File: src/rtl/peripheral_bus_bridge_pkg.sv
// Shared types and constants for the Wishbone-to-peripheral-core bridge:
// FSM states, register map, CONFIG bit positions and the byte-lane merge.
package peripheral_bridge_pkg;

  localparam int WB_ADR_W = 11;

  typedef enum logic [2:0] {
    ST_IDLE    = 3'd0,
    ST_REG_ACK = 3'd1,
    ST_MEM_RD  = 3'd2,
    ST_MEM_ACK = 3'd3,
    ST_RMW_WR  = 3'd4,
    ST_ERR     = 3'd5
  } state_e;

  localparam logic [WB_ADR_W-1:0] ADR_COUNT    = 11'h000;
  localparam logic [WB_ADR_W-1:0] ADR_CONFIG   = 11'h004;
  localparam logic [WB_ADR_W-1:0] ADR_STATUS   = 11'h008;
  localparam logic [WB_ADR_W-1:0] ADR_MEM_BASE = 11'h400;

  localparam int CFG_EN_BIT  = 0;
  localparam int CFG_DIR_BIT = 1;
  localparam int CFG_IRE_BIT = 2;

  // Selected lanes come from new_data, the rest keep old_data.
  function automatic logic [31:0] byte_merge(input logic [3:0]  sel,
                                             input logic [31:0] new_data,
                                             input logic [31:0] old_data);
    logic [31:0] merged;
    for (int b = 0; b < 4; b++) begin
      merged[b*8 +: 8] = sel[b] ? new_data[b*8 +: 8] : old_data[b*8 +: 8];
    end
    return merged;
  endfunction

endpackage

File: src/rtl/peripheral_bus_bridge_if.sv
// Wishbone B4 classic bus bundle between a bus master and the bridge.
interface peripheral_bus_bridge_if
  import peripheral_bridge_pkg::*;
#(
  parameter int ADDR_W = WB_ADR_W
);
  logic              wb_cyc_i;
  logic              wb_stb_i;
  logic              wb_we_i;
  logic [ADDR_W-1:0] wb_adr_i;
  logic [3:0]        wb_sel_i;
  logic [31:0]       wb_dat_i;
  logic [31:0]       wb_dat_o;
  logic              wb_ack_o;
  logic              wb_err_o;

  modport slave (
    input  wb_cyc_i, wb_stb_i, wb_we_i, wb_adr_i, wb_sel_i, wb_dat_i,
    output wb_dat_o, wb_ack_o, wb_err_o
  );

  modport master (
    output wb_cyc_i, wb_stb_i, wb_we_i, wb_adr_i, wb_sel_i, wb_dat_i,
    input  wb_dat_o, wb_ack_o, wb_err_o
  );
endinterface

File: src/rtl/peripheral_bus_bridge.sv
// Wishbone classic slave that turns bus cycles into the peripheral core's
// register strobes and memory port; partial memory writes use read-modify-write.
module peripheral_bus_bridge
  import peripheral_bridge_pkg::*;
#(
  parameter int MEM_DEPTH = 256,
  parameter int ADDR_W    = WB_ADR_W
) (
  input  logic                         clk,
  input  logic                         reset,
  peripheral_bus_bridge_if.slave       wb,
  output logic                         count_we,
  output logic [31:0]                  count_in,
  output logic                         config_we,
  output logic                         en_in,
  output logic                         dir_in,
  output logic                         ire_in,
  input  logic [31:0]                  count_out,
  input  logic                         en_out,
  input  logic                         dir_out,
  input  logic                         ire_out,
  input  logic                         lt_1k_out,
  output logic                         mem_write_en,
  output logic [$clog2(MEM_DEPTH)-1:0] mem_address,
  output logic [31:0]                  mem_data_in,
  input  logic [31:0]                  mem_data_out
);

  localparam int MEM_AW = $clog2(MEM_DEPTH);

  state_e              state_q, state_d;
  logic                ack_q, ack_d;
  logic                err_q, err_d;
  logic [31:0]         rd_data_q, rd_data_d;
  logic                count_we_q, count_we_d;
  logic [31:0]         count_in_q, count_in_d;
  logic                config_we_q, config_we_d;
  logic [2:0]          cfg_q, cfg_d;
  logic                mem_we_q, mem_we_d;
  logic [MEM_AW-1:0]   mem_addr_q, mem_addr_d;
  logic [31:0]         mem_wdata_q, mem_wdata_d;
  logic [3:0]          sel_q, sel_d;
  logic [31:0]         wdat_q, wdat_d;
  logic                we_q, we_d;

  logic                req_s;
  logic                is_mem_s;
  logic [ADDR_W-3:0]   word_s;
  logic                unused_adr_s;

  assign req_s        = wb.wb_cyc_i & wb.wb_stb_i;
  assign is_mem_s     = wb.wb_adr_i[ADDR_W-1];
  assign word_s       = wb.wb_adr_i[ADDR_W-1:2];
  assign unused_adr_s = ^wb.wb_adr_i[1:0];

  // Next state and next values of every registered output
  always_comb begin
    state_d     = state_q;
    ack_d       = 1'b0;
    err_d       = 1'b0;
    rd_data_d   = 32'd0;
    count_we_d  = 1'b0;
    count_in_d  = 32'd0;
    config_we_d = 1'b0;
    cfg_d       = 3'd0;
    mem_we_d    = 1'b0;
    mem_addr_d  = mem_addr_q;
    mem_wdata_d = 32'd0;
    sel_d       = sel_q;
    wdat_d      = wdat_q;
    we_d        = we_q;

    case (state_q)
      ST_IDLE: begin
        if (req_s) begin
          sel_d  = wb.wb_sel_i;
          wdat_d = wb.wb_dat_i;
          we_d   = wb.wb_we_i;
          if (is_mem_s) begin
            mem_addr_d = wb.wb_adr_i[MEM_AW+1:2];
            if (!wb.wb_we_i) begin
              state_d = ST_MEM_RD;
            end else if (wb.wb_sel_i == 4'hF) begin
              mem_we_d    = 1'b1;
              mem_wdata_d = wb.wb_dat_i;
              ack_d       = 1'b1;
              state_d     = ST_MEM_ACK;
            end else if (wb.wb_sel_i == 4'h0) begin
              ack_d   = 1'b1;
              state_d = ST_MEM_ACK;
            end else begin
              state_d = ST_MEM_RD;
            end
          end else if (word_s == ADR_COUNT[ADDR_W-1:2]) begin
            ack_d   = 1'b1;
            state_d = ST_REG_ACK;
            if (wb.wb_we_i) begin
              count_we_d = 1'b1;
              count_in_d = byte_merge(wb.wb_sel_i, wb.wb_dat_i, count_out);
            end else begin
              rd_data_d = count_out;
            end
          end else if (word_s == ADR_CONFIG[ADDR_W-1:2]) begin
            ack_d   = 1'b1;
            state_d = ST_REG_ACK;
            if (wb.wb_we_i) begin
              // CONFIG bits live in byte lane 0 only.
              if (wb.wb_sel_i[0]) begin
                config_we_d        = 1'b1;
                cfg_d[CFG_EN_BIT]  = wb.wb_dat_i[CFG_EN_BIT];
                cfg_d[CFG_DIR_BIT] = wb.wb_dat_i[CFG_DIR_BIT];
                cfg_d[CFG_IRE_BIT] = wb.wb_dat_i[CFG_IRE_BIT];
              end else begin
                config_we_d = 1'b0;
              end
            end else begin
              rd_data_d = {29'd0, ire_out, dir_out, en_out};
            end
          end else if (word_s == ADR_STATUS[ADDR_W-1:2]) begin
            ack_d   = 1'b1;
            state_d = ST_REG_ACK;
            if (!wb.wb_we_i) begin
              rd_data_d = {31'd0, lt_1k_out};
            end else begin
              rd_data_d = 32'd0;
            end
          end else begin
            err_d   = 1'b1;
            state_d = ST_ERR;
          end
        end else begin
          state_d = ST_IDLE;
        end
      end

      ST_MEM_RD: begin
        if (!wb.wb_cyc_i) begin
          state_d = ST_IDLE;
        end else if (we_q) begin
          mem_we_d = 1'b1;
          ack_d    = 1'b1;
          state_d  = ST_RMW_WR;
        end else begin
          ack_d   = 1'b1;
          state_d = ST_MEM_ACK;
        end
      end

      ST_REG_ACK, ST_MEM_ACK, ST_RMW_WR, ST_ERR: state_d = ST_IDLE;

      default: state_d = ST_IDLE;
    endcase
  end

  // State and registered outputs with synchronous reset
  always_ff @(posedge clk) begin
    if (reset) begin
      state_q     <= ST_IDLE;
      ack_q       <= 1'b0;
      err_q       <= 1'b0;
      rd_data_q   <= 32'd0;
      count_we_q  <= 1'b0;
      count_in_q  <= 32'd0;
      config_we_q <= 1'b0;
      cfg_q       <= 3'd0;
      mem_we_q    <= 1'b0;
      mem_addr_q  <= '0;
      mem_wdata_q <= 32'd0;
      sel_q       <= 4'd0;
      wdat_q      <= 32'd0;
      we_q        <= 1'b0;
    end else begin
      state_q     <= state_d;
      ack_q       <= ack_d;
      err_q       <= err_d;
      rd_data_q   <= rd_data_d;
      count_we_q  <= count_we_d;
      count_in_q  <= count_in_d;
      config_we_q <= config_we_d;
      cfg_q       <= cfg_d;
      mem_we_q    <= mem_we_d;
      mem_addr_q  <= mem_addr_d;
      mem_wdata_q <= mem_wdata_d;
      sel_q       <= sel_d;
      wdat_q      <= wdat_d;
      we_q        <= we_d;
    end
  end

  // Memory read data and the RMW merge are only valid in the cycle they are used.
  assign wb.wb_dat_o  = (state_q == ST_MEM_ACK && !we_q) ? mem_data_out : rd_data_q;
  assign mem_data_in  = (state_q == ST_RMW_WR) ? byte_merge(sel_q, wdat_q, mem_data_out)
                                                : mem_wdata_q;
  assign wb.wb_ack_o  = ack_q;
  assign wb.wb_err_o  = err_q;
  assign count_we     = count_we_q;
  assign count_in     = count_in_q;
  assign config_we    = config_we_q;
  assign en_in        = cfg_q[CFG_EN_BIT];
  assign dir_in       = cfg_q[CFG_DIR_BIT];
  assign ire_in       = cfg_q[CFG_IRE_BIT];
  assign mem_write_en = mem_we_q;
  assign mem_address  = mem_addr_q;

endmodule
File: src/flat_wrapper.sv
// flat-port wrapper written by rule: the top's interface ports become plain ports
module peripheral_bus_bridge_flat import peripheral_bridge_pkg::*;
#(
  parameter int MEM_DEPTH = 256,
  parameter int ADDR_W    = WB_ADR_W
)
  (clk, reset, count_we, count_in, config_we, en_in, dir_in, ire_in, count_out, en_out, dir_out, ire_out, lt_1k_out, mem_write_en, mem_address, mem_data_in, mem_data_out, wb_wb_cyc_i, wb_wb_stb_i, wb_wb_we_i, wb_wb_adr_i, wb_wb_sel_i, wb_wb_dat_i, wb_wb_dat_o, wb_wb_ack_o, wb_wb_err_o);
  peripheral_bus_bridge_if #(.ADDR_W(ADDR_W)) wb_i ();
  input  logic clk;
  input  logic reset;
  output logic count_we;
  output logic [31:0] count_in;
  output logic config_we;
  output logic en_in;
  output logic dir_in;
  output logic ire_in;
  input  logic [31:0] count_out;
  input  logic en_out;
  input  logic dir_out;
  input  logic ire_out;
  input  logic lt_1k_out;
  output logic mem_write_en;
  output logic [$clog2(MEM_DEPTH)-1:0] mem_address;
  output logic [31:0] mem_data_in;
  input  logic [31:0] mem_data_out;
  input wire logic [$bits(wb_i.wb_cyc_i)-1:0] wb_wb_cyc_i;
  input wire logic [$bits(wb_i.wb_stb_i)-1:0] wb_wb_stb_i;
  input wire logic [$bits(wb_i.wb_we_i)-1:0] wb_wb_we_i;
  input wire logic [$bits(wb_i.wb_adr_i)-1:0] wb_wb_adr_i;
  input wire logic [$bits(wb_i.wb_sel_i)-1:0] wb_wb_sel_i;
  input wire logic [$bits(wb_i.wb_dat_i)-1:0] wb_wb_dat_i;
  output wire logic [$bits(wb_i.wb_dat_o)-1:0] wb_wb_dat_o;
  output wire logic [$bits(wb_i.wb_ack_o)-1:0] wb_wb_ack_o;
  output wire logic [$bits(wb_i.wb_err_o)-1:0] wb_wb_err_o;
  assign wb_i.wb_cyc_i = wb_wb_cyc_i;
  assign wb_i.wb_stb_i = wb_wb_stb_i;
  assign wb_i.wb_we_i = wb_wb_we_i;
  assign wb_i.wb_adr_i = wb_wb_adr_i;
  assign wb_i.wb_sel_i = wb_wb_sel_i;
  assign wb_i.wb_dat_i = wb_wb_dat_i;
  assign wb_wb_dat_o = wb_i.wb_dat_o;
  assign wb_wb_ack_o = wb_i.wb_ack_o;
  assign wb_wb_err_o = wb_i.wb_err_o;
  peripheral_bus_bridge #(.MEM_DEPTH(MEM_DEPTH), .ADDR_W(ADDR_W)) u_core (.clk(clk), .reset(reset), .wb(wb_i), .count_we(count_we), .count_in(count_in), .config_we(config_we), .en_in(en_in), .dir_in(dir_in), .ire_in(ire_in), .count_out(count_out), .en_out(en_out), .dir_out(dir_out), .ire_out(ire_out), .lt_1k_out(lt_1k_out), .mem_write_en(mem_write_en), .mem_address(mem_address), .mem_data_in(mem_data_in), .mem_data_out(mem_data_out));
endmodule
File: config.mk
export PLATFORM = sky130hd
export DESIGN_NAME = peripheral_bus_bridge_flat
export DESIGN_NICKNAME = d
export VERILOG_FILES = /design/src/rtl/peripheral_bus_bridge_pkg.sv /design/src/rtl/peripheral_bus_bridge_if.sv /design/src/rtl/peripheral_bus_bridge.sv /design/src/flat_wrapper.sv
export SDC_FILE = /design/constraint.sdc
export NUM_CORES = 1
export LEC_CHECK = 0
export CAP_MARGIN = 25
export CORE_ASPECT_RATIO = 0.5
export CORE_MARGIN = 2
export CORE_UTILIZATION = 43
export DETAILED_ROUTE_END_ITERATION = 6
export DONT_BUFFER_PORTS = 1
export GPL_ROUTABILITY_DRIVEN = 0
export REMOVE_ABC_BUFFERS = 1
export SETUP_SLACK_MARGIN = 0.1
export SYNTH_ARGS = -nofsm -noshare
export SYNTH_HDL_FRONTEND = slang
export SYNTH_SLANG_ARGS = --single-unit
File: constraint.sdc
create_clock -name clk -period 2.8 [get_ports clk]
set_clock_uncertainty 0.15 [all_clocks]
set_input_delay 0.7 -clock clk [delete_from_list [all_inputs] [get_ports clk]]
set_output_delay 0.7 -clock clk [all_outputs]
set_load 0.05 [all_outputs]
==> results.py <==
metrics = {
    "floorplan": {
        "initial_core_util_pct": 44.19,
        "die_w_um": 171.3,
        "core-area_sq_um": 13630,
        "ios": 232,
        "dieArea_sq_um": 15020,
        "rows": 30,
        "die_h_um": 87.67,
    },
    "power": {
        "p_per_area_nw_per_um2": 685.8,
        "pwr-share-seq_pct": 44.0,
        "ir_worst_vdd_uv": 412.2,
        "p_sw_share_pct": 21.85,
        "p_switching_mw": 1.114,
        "p_leak_nw": 3.005,
        "clkPwrFrac_pct": 50.2,
        "intPower_mw": 3.984,
        "comb_power_share_pct": 5.8,
        "finalPower_mw": 5.098,
    },
    "global_routing": {
        "grt_pass1_vias": 4321,
        "grt_overflow_total": 0,
        "grt_max_degree": 51,
        "grt_pass1_wl_mm": 23.34,
        "track_usage_pct": 20.47,
        "antenna_found_initial": 0,
    },
    "timing": {
        "fin_ws_ns": 0.1493,
        "drv_slew": 0,
        "finalHoldViolCount": 0,
        "fin_crit_sh_pct": 94.67,
        "grt_setup_unrepaired": "true",
        "setup_viol": 0,
        "worst_pin_slew_ns": 0.5545,
        "fmax_mhz": 377.3,
        "period_needed_ns": 2.651,
        "slew_headroom_pct": 62.98,
    },
    "finish": {
        "drive_above_1_share_pct": 20.72,
        "fin_cells": 858,
        "syn2layout_area_growth_pct": 23.46,
        "final_common_cell": "dfxtp_1",
        "final-seq-area_sq_um": 3054,
        "fillCellCount": 1207,
        "n_antenna_cell": 0,
        "num-nets-final": 775,
        "final_cell_mix": "149 x dfxtp_1, 79 x nand2_1, 75 x mux2i_1",
        "multiInputGateArea_sq_um": 2924,
        "fin_util_pct": 54.55,
    },
    "clock_network": {
        "numCtsBuffers": 17,
        "hold_buffers": 0,
        "cts_tree": "done",
        "clkLatencyLatePin_ns": 0.41,
        "cts_sinks": 152,
        "cts.clk_slew.worst_paths_ns": 0.06,
        "clockRootBuffer": "clkbuf_16",
        "clockBufferDepth": 2,
        "htree_levels": 4,
    },
    "drt": {
        "routed_wl_mm": 15.79,
        "vias_per_cell": 5.106,
        "dr.pass1.iters": 4,
        "vias": 4381,
        "first_iter_violations": 245,
        "wire_per_inst_um": 18.40,
        "drc": 0,
        "antenna_left": 0,
    },
    "logic_synthesis": {
        "avgSynthCellArea_sq_um": 9.618,
        "syn_inst": 626,
        "synthesis.area_sq_um": 6021,
        "ys_types": 33,
        "synth.top_cell.area_share_pct": 50.54,
        "synth-seq-cells": 152,
        "synth.area.top_cells": "dfxtp_1 51%, mux2i_1 12%, and2_1 6.9%",
        "yosys_warnings": 0,
        "yosysTopAreaCell": "dfxtp_1",
        "yosysSeqAreaShare_pct": 50.54,
    },
    "setup_path": {
        "critical_path_required_ns": 1.95,
        "crit_fanout": 16,
        "startpoint_type": "flop",
        "arrival_ns": 1.80,
        "worstSetupEndpointType": "primary output",
        "crit_type": "reg -> out",
    },
    "placed_design": {
        "dp.final_hpwl_mm": 9.813,
        "dp_cells": 818,
        "io_buffers": 0,
        "post-place-ws_ns": 0.2639,
    },
    "run": {
        "maxCapViolCount": 0,
    },
    "worst_hold_path": {
        "hold_class": "in -> reg",
    },
    "outcome": {
        "status": "finished, final reports clean",
    },
}
## per-layer routing
layer  track usage [%]  vias to the layer above  wire, um
met5                 0                        -         0
met4             5.778                        0       110
met3             6.688                       12      1266
met2             33.03                      155      7225
met1             26.58                     2074      7187
li1                  -                     2140         -
## synth_stat cells
library cell,n
o21ba_2,1
nor2_1,66
and2_1,66
inv_1,2
nor3b_1,2
buf_12,1
a21oi_1,73
buf_2,5
and4_1,1
nor3_1,5
nand4_1,1
nand2b_1,3
or3_1,2
dfxtp_1,152
buf_1,5
mux2i_1,75
nand3_1,2
or4b_1,1
o2111ai_1,1
a31oi_1,2
clkbuf_1,29
o41ai_1,1
mux2_2,32
nand2_1,79
and4bb_2,1
nor2b_1,1
nor4_1,1
nand4_2,1
buf_6,2
clkbuf_2,1
nor4_4,1
nor2_4,10
nor3b_4,1
## critical path, cell delays in order, from the launching register on
cell and delay, ns:
dfxtp_4 0.37, nor3b_4 0.15, buf_4 0.14, buf_4 0.16, clkbuf_16 0.19, a21oi_1 0.15, buf_4 0.22
## logic make-up after synthesis
family | count (synthesis) | share of synthesized area (%)
mux | 107 | 18.45
compound gates | 78 | 6.733
simple gates | 244 | 20.82
flops | 152 | 50.54
buf+inv | 45 | 3.450
## layout make-up
class | instances | share of cell area, %
repair buffers | 53 | 7.440
inverters | 2 | 0.1010
multi-input cells | 429 | 39.34
clock buffers | 18 | 5.773
clock inverters | 12 | 3.030
well taps | 192 | 3.232
flip-flops and latches | 152 | 41.09
## what timing repair did
action | in CTS | in global routing
buffers inserted | 3 | 2
resized for setup | 48 | 6
endpoints found under the setup margin | 63 | 61
pin swaps | 1 | 1
gates cloned | 2 | 3
## power by group through the flow
stage                     combinational (mW)  clock (mW)  sequential [mW]
after global routing                   0.319        2.72             2.25
after detailed placement               0.276           0             2.29
after floorplan                        0.216           0             2.28
after CTS                              0.286        2.61             2.24
final                                  0.293        2.56             2.24
after global placement                 0.272           0             2.29
## final timing paths
path	startpoint	end	slack [ns]	cells past startpoint
setup / recovery	u_core.state_q[2]$_SDFF_PP0_	mem_data_in[2]	0.15	6
hold / removal	reset	u_core.wdat_q[2]$_SDFFE_PP0P_	0.21	1
hold reg to reg	u_core.wdat_q[14]$_SDFFE_PP0P_	u_core.wdat_q[14]$_SDFFE_PP0P_	0.30	2
setup reg to reg	u_core.state_q[2]$_SDFF_PP0_	u_core.count_in[16]$_SDFF_PP0_	0.64	5
## metrics by stage
step                      setup TNS [ns]  hold WS [ns]  cell area [sq um]
after detailed placement               0        0.2920               6439
final                                  0        0.2104               7433
after global placement                 0        0.2868               6439
after global routing                   0        0.1836               7433
after CTS                              0        0.1869               7322
after floorplan                  -154.16        0.2800               5821
## flip-flops by register name (all words and copies together) (netlist names)
name / count
u_core.wdat_q: 32
u_core.wb.wb_err_o: 1
u_core.mem_address: 8
u_core.mem_write_en: 1
u_core.count_in: 32
u_core.sel_q: 4
u_core.count_we: 1
u_core.cfg_q: 3
u_core.state_q: 3
u_core.config_we: 1
u_core.we_q: 1
u_core.rd_data_q: 32
u_core.wb.wb_ack_o: 1
u_core.mem_wdata_q: 32
(Power assumes the default switching activity.)
